**config.mk**
```make
export PLATFORM = sky130hd
export DESIGN_NAME = context_scheduler_flat
export DESIGN_NICKNAME = d
export VERILOG_FILES = /design/src/rtl/context_scheduler_if.sv /design/src/rtl/context_scheduler.sv /design/src/flat_wrapper.sv
export SDC_FILE = /design/constraint.sdc
export NUM_CORES = 1
export LEC_CHECK = 0
export BUFFER_PORTS_ARGS = -buffer_cell sky130_fd_sc_hd__buf_2
export CORE_AREA = 3 3 86 88
export DETAILED_ROUTE_END_ITERATION = 10
export DIE_AREA = 0 0 89 91
export PLACE_DENSITY = 0.76
export SLEW_MARGIN = 20
export SYNTH_ARGS = -nofsm -noshare
export SYNTH_HDL_FRONTEND = slang
export SYNTH_SLANG_ARGS = --single-unit
```
**constraint.sdc**
```tcl
create_clock -name clk -period 6.4 [get_ports clk]
set_clock_uncertainty 0.05 [all_clocks]
set_input_delay 1.28 -clock clk [delete_from_list [all_inputs] [get_ports clk]]
set_output_delay 1.28 -clock clk [all_outputs]
set_load 0.01 [all_outputs]
```
**src/rtl/context_scheduler_if.sv**
```systemverilog
// Bundles the launch, retire, memory-completion and status signals of the
// context scheduler. The master side (core or testbench) drives requests;
// the slave side is the scheduler itself.
interface context_scheduler_if #(
  parameter int NUM_CONTEXTS = 4,
  parameter int PRI_BITS     = 2
);
  localparam int CTX_W = $clog2(NUM_CONTEXTS);

  logic                             start;
  logic [NUM_CONTEXTS-1:0]          context_enable;
  logic [NUM_CONTEXTS*PRI_BITS-1:0] context_priority;
  logic                             retire_valid;
  logic                             retire_ret;
  logic                             retire_mem;
  logic [NUM_CONTEXTS-1:0]          mem_complete;
  logic [CTX_W-1:0]                 active_context;
  logic                             active_valid;
  logic                             switch_pulse;
  logic [NUM_CONTEXTS-1:0]          ctx_waiting;
  logic [15:0]                      switch_count;
  logic                             done;

  modport master (
    output start, context_enable, context_priority,
    output retire_valid, retire_ret, retire_mem, mem_complete,
    input  active_context, active_valid, switch_pulse,
    input  ctx_waiting, switch_count, done
  );

  modport slave (
    input  start, context_enable, context_priority,
    input  retire_valid, retire_ret, retire_mem, mem_complete,
    output active_context, active_valid, switch_pulse,
    output ctx_waiting, switch_count, done
  );
endinterface

```
**src/rtl/context_scheduler.sv**
```systemverilog
// Hardware context scheduler: tracks per-context state, picks the highest
// priority READY context (round-robin among equals), charges a fixed
// penalty on every context change and reports completion.
module context_scheduler #(
  parameter int NUM_CONTEXTS   = 4,
  parameter int PRI_BITS       = 2,
  parameter int SWITCH_PENALTY = 1,
  parameter int PREEMPT        = 0
) (
  input logic               clk,
  input logic               reset,
  context_scheduler_if.slave bus
);
  localparam int CTX_W = $clog2(NUM_CONTEXTS);

  typedef enum logic [2:0] {
    CTX_IDLE, CTX_READY, CTX_RUNNING, CTX_WAITING, CTX_FINISHED
  } ctx_state_e;

  typedef enum logic [2:0] {
    S_IDLE, S_SELECT, S_SWITCH, S_RUN, S_DONE
  } fsm_state_e;

  fsm_state_e          state_q, state_d;
  ctx_state_e          ctx_state_q [NUM_CONTEXTS];
  ctx_state_e          ctx_state_d [NUM_CONTEXTS];
  logic [PRI_BITS-1:0] pri_q [NUM_CONTEXTS];
  logic [PRI_BITS-1:0] pri_d [NUM_CONTEXTS];
  logic [CTX_W-1:0]    active_q, active_d;
  logic [CTX_W-1:0]    rr_ptr_q, rr_ptr_d;
  logic                switch_pulse_q, switch_pulse_d;
  logic [15:0]         switch_count_q, switch_count_d;
  logic [2:0]          penalty_q, penalty_d;

  logic                sel_found;
  logic [CTX_W-1:0]    sel_idx;
  logic [PRI_BITS-1:0] sel_pri;
  logic [CTX_W:0]      scan_idx;
  logic                higher_ready;
  logic                all_finished;
  logic [NUM_CONTEXTS-1:0] waiting_vec;

  // Scan READY contexts from the round-robin pointer; strict '>' keeps the first equal-priority hit.
  always_comb begin
    sel_found = 1'b0;
    sel_idx   = '0;
    sel_pri   = '0;
    scan_idx  = '0;
    for (int i = 0; i < NUM_CONTEXTS; i++) begin
      scan_idx = {1'b0, rr_ptr_q} + (CTX_W+1)'(i);
      if (scan_idx >= (CTX_W+1)'(NUM_CONTEXTS)) begin
        scan_idx = scan_idx - (CTX_W+1)'(NUM_CONTEXTS);
      end
      if (ctx_state_q[scan_idx[CTX_W-1:0]] == CTX_READY &&
          (!sel_found || pri_q[scan_idx[CTX_W-1:0]] > sel_pri)) begin
        sel_found = 1'b1;
        sel_idx   = scan_idx[CTX_W-1:0];
        sel_pri   = pri_q[scan_idx[CTX_W-1:0]];
      end
    end
  end

  // Summary flags over all contexts: preemption candidate, completion and waiting mask.
  always_comb begin
    higher_ready = 1'b0;
    all_finished = 1'b1;
    waiting_vec  = '0;
    for (int i = 0; i < NUM_CONTEXTS; i++) begin
      if (ctx_state_q[i] == CTX_READY && pri_q[i] > pri_q[active_q]) begin
        higher_ready = 1'b1;
      end
      if (ctx_state_q[i] != CTX_FINISHED) begin
        all_finished = 1'b0;
      end
      waiting_vec[i] = (ctx_state_q[i] == CTX_WAITING);
    end
  end

  // Next-state logic for the top FSM and every per-context state.
  always_comb begin
    state_d        = state_q;
    ctx_state_d    = ctx_state_q;
    pri_d          = pri_q;
    active_d       = active_q;
    rr_ptr_d       = rr_ptr_q;
    switch_pulse_d = 1'b0;
    switch_count_d = switch_count_q;
    penalty_d      = penalty_q;

    for (int i = 0; i < NUM_CONTEXTS; i++) begin
      if (ctx_state_q[i] == CTX_WAITING && bus.mem_complete[i]) begin
        ctx_state_d[i] = CTX_READY;
      end
    end

    case (state_q)
      S_IDLE, S_DONE: begin
        if (bus.start) begin
          for (int i = 0; i < NUM_CONTEXTS; i++) begin
            ctx_state_d[i] = bus.context_enable[i] ? CTX_READY : CTX_FINISHED;
            pri_d[i]       = bus.context_priority[i*PRI_BITS +: PRI_BITS];
          end
          state_d = (|bus.context_enable) ? S_SELECT : S_DONE;
        end
      end
      S_SELECT: begin
        if (all_finished) begin
          state_d = S_DONE;
        end else if (sel_found) begin
          ctx_state_d[sel_idx] = CTX_RUNNING;
          rr_ptr_d = (sel_idx == CTX_W'(NUM_CONTEXTS - 1)) ? '0 : sel_idx + CTX_W'(1);
          if (sel_idx == active_q) begin
            state_d = S_RUN;
          end else begin
            active_d       = sel_idx;
            switch_pulse_d = 1'b1;
            if (switch_count_q != 16'hFFFF) begin
              switch_count_d = switch_count_q + 16'd1;
            end
            if (SWITCH_PENALTY == 0) begin
              state_d = S_RUN;
            end else begin
              state_d   = S_SWITCH;
              penalty_d = 3'(SWITCH_PENALTY - 1);
            end
          end
        end
      end
      S_SWITCH: begin
        if (penalty_q == 3'd0) begin
          state_d = S_RUN;
        end else begin
          penalty_d = penalty_q - 3'd1;
        end
      end
      S_RUN: begin
        if (bus.retire_valid) begin
          if (bus.retire_ret) begin
            ctx_state_d[active_q] = CTX_FINISHED;
            state_d               = S_SELECT;
          end else if (bus.retire_mem) begin
            ctx_state_d[active_q] = bus.mem_complete[active_q] ? CTX_READY : CTX_WAITING;
            state_d               = S_SELECT;
          end else if (PREEMPT != 0 && higher_ready) begin
            ctx_state_d[active_q] = CTX_READY;
            state_d               = S_SELECT;
          end
        end
      end
      default: state_d = S_IDLE;
    endcase
  end

  // State registers; reset aborts any run immediately.
  always_ff @(posedge clk or negedge reset) begin
    if (!reset) begin
      state_q        <= S_IDLE;
      active_q       <= '0;
      rr_ptr_q       <= '0;
      switch_pulse_q <= 1'b0;
      switch_count_q <= '0;
      penalty_q      <= '0;
      for (int i = 0; i < NUM_CONTEXTS; i++) begin
        ctx_state_q[i] <= CTX_IDLE;
        pri_q[i]       <= '0;
      end
    end else begin
      state_q        <= state_d;
      active_q       <= active_d;
      rr_ptr_q       <= rr_ptr_d;
      switch_pulse_q <= switch_pulse_d;
      switch_count_q <= switch_count_d;
      penalty_q      <= penalty_d;
      for (int i = 0; i < NUM_CONTEXTS; i++) begin
        ctx_state_q[i] <= ctx_state_d[i];
        pri_q[i]       <= pri_d[i];
      end
    end
  end

  // Status outputs are pure functions of registered state.
  always_comb begin
    bus.active_context = active_q;
    bus.active_valid   = (state_q == S_RUN);
    bus.switch_pulse   = switch_pulse_q;
    bus.switch_count   = switch_count_q;
    bus.done           = (state_q == S_DONE);
    bus.ctx_waiting    = waiting_vec;
  end
endmodule

```
**src/flat_wrapper.sv**
```systemverilog
// flat-port wrapper written by rule: the top's interface ports become plain ports
module context_scheduler_flat 
#(
  parameter int NUM_CONTEXTS   = 4,
  parameter int PRI_BITS       = 2,
  parameter int SWITCH_PENALTY = 1,
  parameter int PREEMPT        = 0
)
  (clk, reset, bus_start, bus_context_enable, bus_context_priority, bus_retire_valid, bus_retire_ret, bus_retire_mem, bus_mem_complete, bus_active_context, bus_active_valid, bus_switch_pulse, bus_ctx_waiting, bus_switch_count, bus_done);
  context_scheduler_if #(.NUM_CONTEXTS(NUM_CONTEXTS), .PRI_BITS(PRI_BITS)) bus_i ();
  input logic clk;
  input logic reset;
  input wire logic [$bits(bus_i.start)-1:0] bus_start;
  input wire logic [$bits(bus_i.context_enable)-1:0] bus_context_enable;
  input wire logic [$bits(bus_i.context_priority)-1:0] bus_context_priority;
  input wire logic [$bits(bus_i.retire_valid)-1:0] bus_retire_valid;
  input wire logic [$bits(bus_i.retire_ret)-1:0] bus_retire_ret;
  input wire logic [$bits(bus_i.retire_mem)-1:0] bus_retire_mem;
  input wire logic [$bits(bus_i.mem_complete)-1:0] bus_mem_complete;
  output wire logic [$bits(bus_i.active_context)-1:0] bus_active_context;
  output wire logic [$bits(bus_i.active_valid)-1:0] bus_active_valid;
  output wire logic [$bits(bus_i.switch_pulse)-1:0] bus_switch_pulse;
  output wire logic [$bits(bus_i.ctx_waiting)-1:0] bus_ctx_waiting;
  output wire logic [$bits(bus_i.switch_count)-1:0] bus_switch_count;
  output wire logic [$bits(bus_i.done)-1:0] bus_done;
  assign bus_i.start = bus_start;
  assign bus_i.context_enable = bus_context_enable;
  assign bus_i.context_priority = bus_context_priority;
  assign bus_i.retire_valid = bus_retire_valid;
  assign bus_i.retire_ret = bus_retire_ret;
  assign bus_i.retire_mem = bus_retire_mem;
  assign bus_i.mem_complete = bus_mem_complete;
  assign bus_active_context = bus_i.active_context;
  assign bus_active_valid = bus_i.active_valid;
  assign bus_switch_pulse = bus_i.switch_pulse;
  assign bus_ctx_waiting = bus_i.ctx_waiting;
  assign bus_switch_count = bus_i.switch_count;
  assign bus_done = bus_i.done;
  context_scheduler #(.NUM_CONTEXTS(NUM_CONTEXTS), .PRI_BITS(PRI_BITS), .SWITCH_PENALTY(SWITCH_PENALTY), .PREEMPT(PREEMPT)) u_core (.clk(clk), .reset(reset), .bus(bus_i));
endmodule
```
* Word-level counts from Yosys, hierarchy flattened *
Cells that the tools add are included.

cells by class
  add/sub/neg operators = 10
  $lt $le $gt $ge = 16
  eq/ne operators = 28
  multiplexer cells = 86
  bitwise logic cells = 14
  reductions and logical operators = 26

operators with widths
  kind                                                                   count
  3-bit 2-to-1 mux                                                       30
  12-bit 2-to-1 mux                                                      6
  2-bit 2-to-1 mux                                                       21
  12-bit case mux with 3 select lines                                    1
  3-bit >= comparator, second input constant                             9
  3-bit binary-select mux with 2-bit select                              4
  3-bit by 2-bit equality test with 1-bit output, second input constant  6
  2-bit NOT with 3-bit output                                            6
  16-bit by 1-bit adder with 16-bit output, second input constant        1
  8-bit bitwise AND                                                      2
  2-bit binary-select mux with 2-bit select                              4
  16-bit != test, second input constant                                  1
  8-bit NOT                                                              2
  3-bit by 1-bit equality test with 1-bit output, second input constant  5
  3-bit != test, second input constant                                   5
  5-bit AND reduction                                                    3
  1-bit 2-to-1 mux                                                       14
  12-bit bitwise mux                                                     1
  3-bit demux with 2-bit select                                          2
  3-bit case mux with 4 select lines                                     1
  2-bit != test, second input constant                                   5
  1-bit logical AND                                                      9
  4-bit OR                                                               2
  2-bit by 1-bit subtractor with 2-bit output, second input constant     4
  25 further kinds                                                       36

word-level totals
  flip-flop bits (word level) = 47
  input port bits = 22
  output and inout port bits = 25
  logic and storage cells = 194

* Logic depth before layout (Yosys ltp) *
  depth after elaboration = 30
  mapped depth = 34
  depth with buffers taken out = 32

* Worst setup path before layout *
Ideal clock, no wire load.

  path kind = register to register
  start = reg u_core.rr_ptr_q[0]
  end = reg u_core.ctx_state_q[2] (netlist name)
  library setup time = 0.140 ns
  arrival = 6.130 ns
  required time = 6.210 ns
  setup slack = 0.080 ns
  cell stages (with the launch flop) = 32
  buffers on the path = 2
  clock period less this slack = 6.320 ns
  cell sequence = dfrtp_1 -> clkbuf_1 -> clkbuf_1 -> mux4_2 -> ha_1 -> nor2b_1 -> o21ai_0 -> a21oi_1 -> nand2_1 -> o21a_1 -> ha_1 -> nor2b_1 -> o21ai_0 -> a21boi_0 -> nor3_1 -> a21o_1 -> nor2_1 -> a21oi_1 -> ha_1 -> nor2b_1 -> o21ai_0 -> o41ai_1 -> o31a_1 -> a311o_1 -> and2_1 -> inv_1 -> ha_1 -> nand2_1 -> o21ai_0 -> nand2_1 -> a21oi_1 -> o221ai_1

RTL lines
  item                           RTL line                  text
  start, declared                context_scheduler.sv:30   logic [CTX_W-1:0] rr_ptr_q, rr_ptr_d;
  start signal, assigned         context_scheduler.sv:170  rr_ptr_q <= rr_ptr_d;
  end signal, assigned by index  context_scheduler.sv:175  ctx_state_q[i] <= ctx_state_d[i];
  end, declared                  context_scheduler.sv:25   ctx_state_e ctx_state_q [NUM_CONTEXTS];

==> results_tabular.tex <==
\begin{tabular}{lr}
\hline
Metric & Value \\
\hline
\multicolumn{2}{l}{\textbf{Global routing}} \\
Via count of the first global-routing pass & 3125 \\
Pin count of the biggest net entering global routing & 48 \\
Total routing usage reported by global routing & 0.227 \\
Remaining global-route overflow & 0 \\
Initial antenna violation count & 0 \\
Global-route wire length before repair & 14700 um \\
\multicolumn{2}{l}{\textbf{Routing}} \\
Total wire length after detailed routing & 9090 um \\
Number of nets with antenna violations after routing & 0 \\
Count of TritonRoute iterations in the first routing pass & 5 \\
Routed wire length per instance & 16.5 um \\
Via Count & 3331 \\
Number of remaining DRC errors & 0 \\
Vias/cell & 6.05 \\
Number of DRC violations after detailed-routing iteration 0 & 175 \\
\multicolumn{2}{l}{\textbf{Placed design}} \\
Number of buffers inserted by port buffering & 46 \\
Final HPWL DP & 6770 um \\
Placer congestion estimate & 0.948 \\
Inst Count DP & 538 \\
\multicolumn{2}{l}{\textbf{Final layout}} \\
Post-route non-filler standard cell count & 551 \\
Flip-flop and latch area & 0.00118 mm2 \\
Filler Cell Count & 587 \\
Fraction of final layout cells sized beyond drive strength 1 & 0.248 \\
NumNets Final & 505 \\
Synth-to-Final Area Change & 18.0\% \\
Final antenna diode count & 0 \\
Multi-input gate area in the final layout & 0.00229 mm2 \\
\multicolumn{2}{l}{\textbf{Critical path}} \\
Required time of the critical path & 6510 ps \\
Crit. End Element & flop \\
Peak fanout along the critical path & 5 \\
R2R Setup Slk & 370 ps \\
Type of the setup path with the least slack & reg -> reg \\
Delay of the slowest cell on the worst path & 450 ps \\
Category of the worst setup path launch point & flop \\
Worst endpoint data arrival time & 6140 ps \\
Reg-to-Reg End & u\_core.ctx\_state\_q[2] \\
Most common cell on crit path & sky130\_fd\_sc\_hd\_\_ha\_1 \\
Count of cells along the worst register-to-register path & 31 \\
Cell type of the slowest stage on the worst timing path & sky130\_fd\_sc\_hd\_\_dfrtp\_2 \\
Critical R2R Launch & u\_core.rr\_ptr\_q[0] \\
\multicolumn{2}{l}{\textbf{Status}} \\
Outcome & finished clean \\
\multicolumn{2}{l}{\textbf{Clock network}} \\
CTS clk-pin slew, worst paths & 90 ps \\
Number of buffers added by the clock tree synthesis step & 5 \\
Depth of the CTS H-tree & 2 \\
Clock Path Buffers & 2 \\
Sink count of the clock tree & 47 \\
Root buffer cell & sky130\_fd\_sc\_hd\_\_clkbuf\_8 \\
Clock latency of the later-clocked register in the worst-skew pair & 300 ps \\
TritonCTS clock tree & built \\
\multicolumn{2}{l}{\textbf{Floorplan}} \\
Total Die Area & 0.00810 mm2 \\
Number of core rows & 30 \\
Vertical extent of the die & 91 um \\
Core Box Area & 0.00672 mm2 \\
Number of top-level pins & 47 \\
Die X & 89 um \\
Starting density of the core & 0.523 \\
\multicolumn{2}{l}{\textbf{Timing}} \\
Max-slew violation count & 0 \\
Endpoints failing setup & 0 \\
Final period utilization & 0.942 \\
Fmax & 166 MHz \\
Measured slew at the worst slew-check pin & 915 ps \\
Fin crit period & 6030 ps \\
Tightest slew margin relative to the limit & 0.385 \\
Hold Fails Final Rpt & 0 \\
\multicolumn{2}{l}{\textbf{Pwr}} \\
Pwr/cell area & 608 mW/mm2 \\
Net switching share of the total power & 0.478 \\
Cell-internal power & 1320 uW \\
Power spent charging and discharging nets & 1200 uW \\
Clock network fraction of design power & 0.101 \\
Max rail drop VDD & 0.318 mV \\
Design Power & 2520 uW \\
Share of total power in sequential cells & 0.208 \\
Share of total power in combinational logic & 0.690 \\
Leakage power of the design & 0.00191 uW \\
\multicolumn{2}{l}{\textbf{Worst hold path}} \\
Hold worst-path end & u\_core.bus.switch\_count[13] \\
Start point of the worst min-delay path & u\_core.bus.switch\_count[13] \\
Classification of the worst-slack hold path & reg -> reg \\
Hold path cells & 1 \\
\multicolumn{2}{l}{\textbf{Synth}} \\
Most used flip-flop cell after synthesis & sky130\_fd\_sc\_hd\_\_dfrtp\_1 \\
Yosys cell types & 65 \\
Post-synthesis sequential element count & 47 \\
Area share of the largest cell type after synthesis & 0.335 \\
Most frequent cell after synthesis & sky130\_fd\_sc\_hd\_\_nand2\_1 \\
Ys async rst share & 1.00 \\
Leading post-synthesis cells by instance count & sky130\_fd\_sc\_hd\_\_nand2\_1, sky130\_fd\_sc\_hd\_\_dfrtp\_1, sky130\_fd\_sc\_hd\_\_a21oi\_1 \\
Cells after synthesis & 411 \\
Cell accounting for the most synthesized area & sky130\_fd\_sc\_hd\_\_dfrtp\_1 \\
Synth top area cells & sky130\_fd\_sc\_hd\_\_dfrtp\_1, sky130\_fd\_sc\_hd\_\_nand2\_1, sky130\_fd\_sc\_hd\_\_ha\_1, sky130\_fd\_sc\_hd\_\_a21oi\_1, sky130\_fd\_sc\_hd\_\_o21ai\_0 \\
Number of enable flip-flop cells after synthesis & 0 \\
Post-Synthesis Mean Instance Area & 8.55 um2 \\
Proportion of synthesized chip area in sequential cells & 0.335 \\
Warning count from the yosys run & 0 \\
Area of the mapped netlist & 0.00351 mm2 \\
Synthesized Nets & 446 \\
\multicolumn{2}{l}{\textbf{Job}} \\
Max-Cap Viols & 0 \\
\hline
\end{tabular}
-- cells by family after synthesis --
group / synth area share
XOR/XNOR: 0.0374
AND/OR/NAND/NOR: 0.284
AO/OA/AOI/OAI: 0.203
buffers and inverters: 0.0321
adder cells (fa/ha/maj): 0.0463
flip-flops: 0.335
multiplexers: 0.0627
-- layer usage --
metal / vias to the layer above / share of wire / routed length (um) / global-route usage
li1: 1632 / - / - / -
met1: 1533 / 0.41 / 3750 / 0.298
met2: 149 / 0.50 / 4540 / 0.377
met3: 17 / 0.068 / 614 / 0.0399
met4: 0 / 0.021 / 189 / 0.0720
met5: - / 0 / 0 / 0
-- power groups by stage --
stage                     Sequential (uW)  Combinational [uW]  Clock (uW)
after global placement                519                1560           0
after floorplan                       484                1180           0
after global routing                  542                1940         271
after CTS                             519                1580         263
final                                 525                1740         255
after detailed placement              524                1570           0
-- worst max path at each step --
stage                                 from                     to  slack [ps]  depth (start not counted)
finish                  u_core.rr_ptr_q[0]  u_core.ctx_state_q[2]         370                         31
global placement        u_core.rr_ptr_q[0]  u_core.ctx_state_q[2]         380                         31
floorplan               u_core.rr_ptr_q[0]  u_core.ctx_state_q[2]          80                         31
CTS                     u_core.rr_ptr_q[0]  u_core.ctx_state_q[2]          10                         32
global route            u_core.rr_ptr_q[0]  u_core.ctx_state_q[2]         -80                         33
detailed placement  u_core.ctx_state_q[10]  u_core.ctx_state_q[2]          50                         31
-- per-stage QoR --
stage	hold slack, ps	util	TNS [ps]	area [um2]	worst slack, ps
floorplan	408	-	0	3510	80.0
finish	437	0.617	0	4150	371
global route	466	0.617	-83.1	4150	-83.1
detailed placement	423	0.581	0	3900	53.7
CTS	441	0.601	0	4040	13.7
global placement	421	0.581	0	3900	382
-- flip-flops by register name (all words and copies together), names as in the netlist --
| register | cells |
|---|---|
| u_core.rr_ptr_q | 2 |
| u_core.bus.switch_pulse | 1 |
| u_core.pri_q | 8 |
| u_core.state_q | 3 |
| u_core.penalty_q | 3 |
| u_core.bus.switch_count | 16 |
| u_core.bus.active_context | 2 |
| u_core.ctx_state_q | 12 |
-- area by class of cell --
class | instances | area share
Clock buffer | 6 | 0.0175
Clock inverter | 2 | 0.0145
Inverter | 14 | 0.0127
Multi-Input combinational cell | 335 | 0.552
Sequential cell | 47 | 0.285
Tap cell | 80 | 0.0241
Timing Repair Buffer | 67 | 0.0936
-- critical path, delay by kind of cell, from the launching register on --
kind	cells	cell delay, ps
buffers and inverters	1	70
and+or+nand+nor	9	1250
adders and majority gates	4	980
muxes	2	620
AOI/OAI and AO/OA	15	2460
DFF	1	450
-- placed cells by master, fill, tap and decap left out, types with 15 or more instances in the layout --
master and instances:
sky130_fd_sc_hd__buf_2 46, sky130_fd_sc_hd__o21ai_0 23, sky130_fd_sc_hd__nand2_1 63, sky130_fd_sc_hd__nor2_1 21, sky130_fd_sc_hd__xnor2_1 15, sky130_fd_sc_hd__a21oi_1 30, sky130_fd_sc_hd__buf_4 21, sky130_fd_sc_hd__and3_1 15
sky130_fd_sc_hd__nand3_1 15, sky130_fd_sc_hd__dfrtp_1 42
-- what timing repair did --
action / CTS / global route
hold buffers: 0 / 0
resized for setup: 0 / 24
setup buffers: 0 / 5
endpoints found under the setup margin: 0 / 37
No activity file was read; power rests on OpenSTA's default activity.
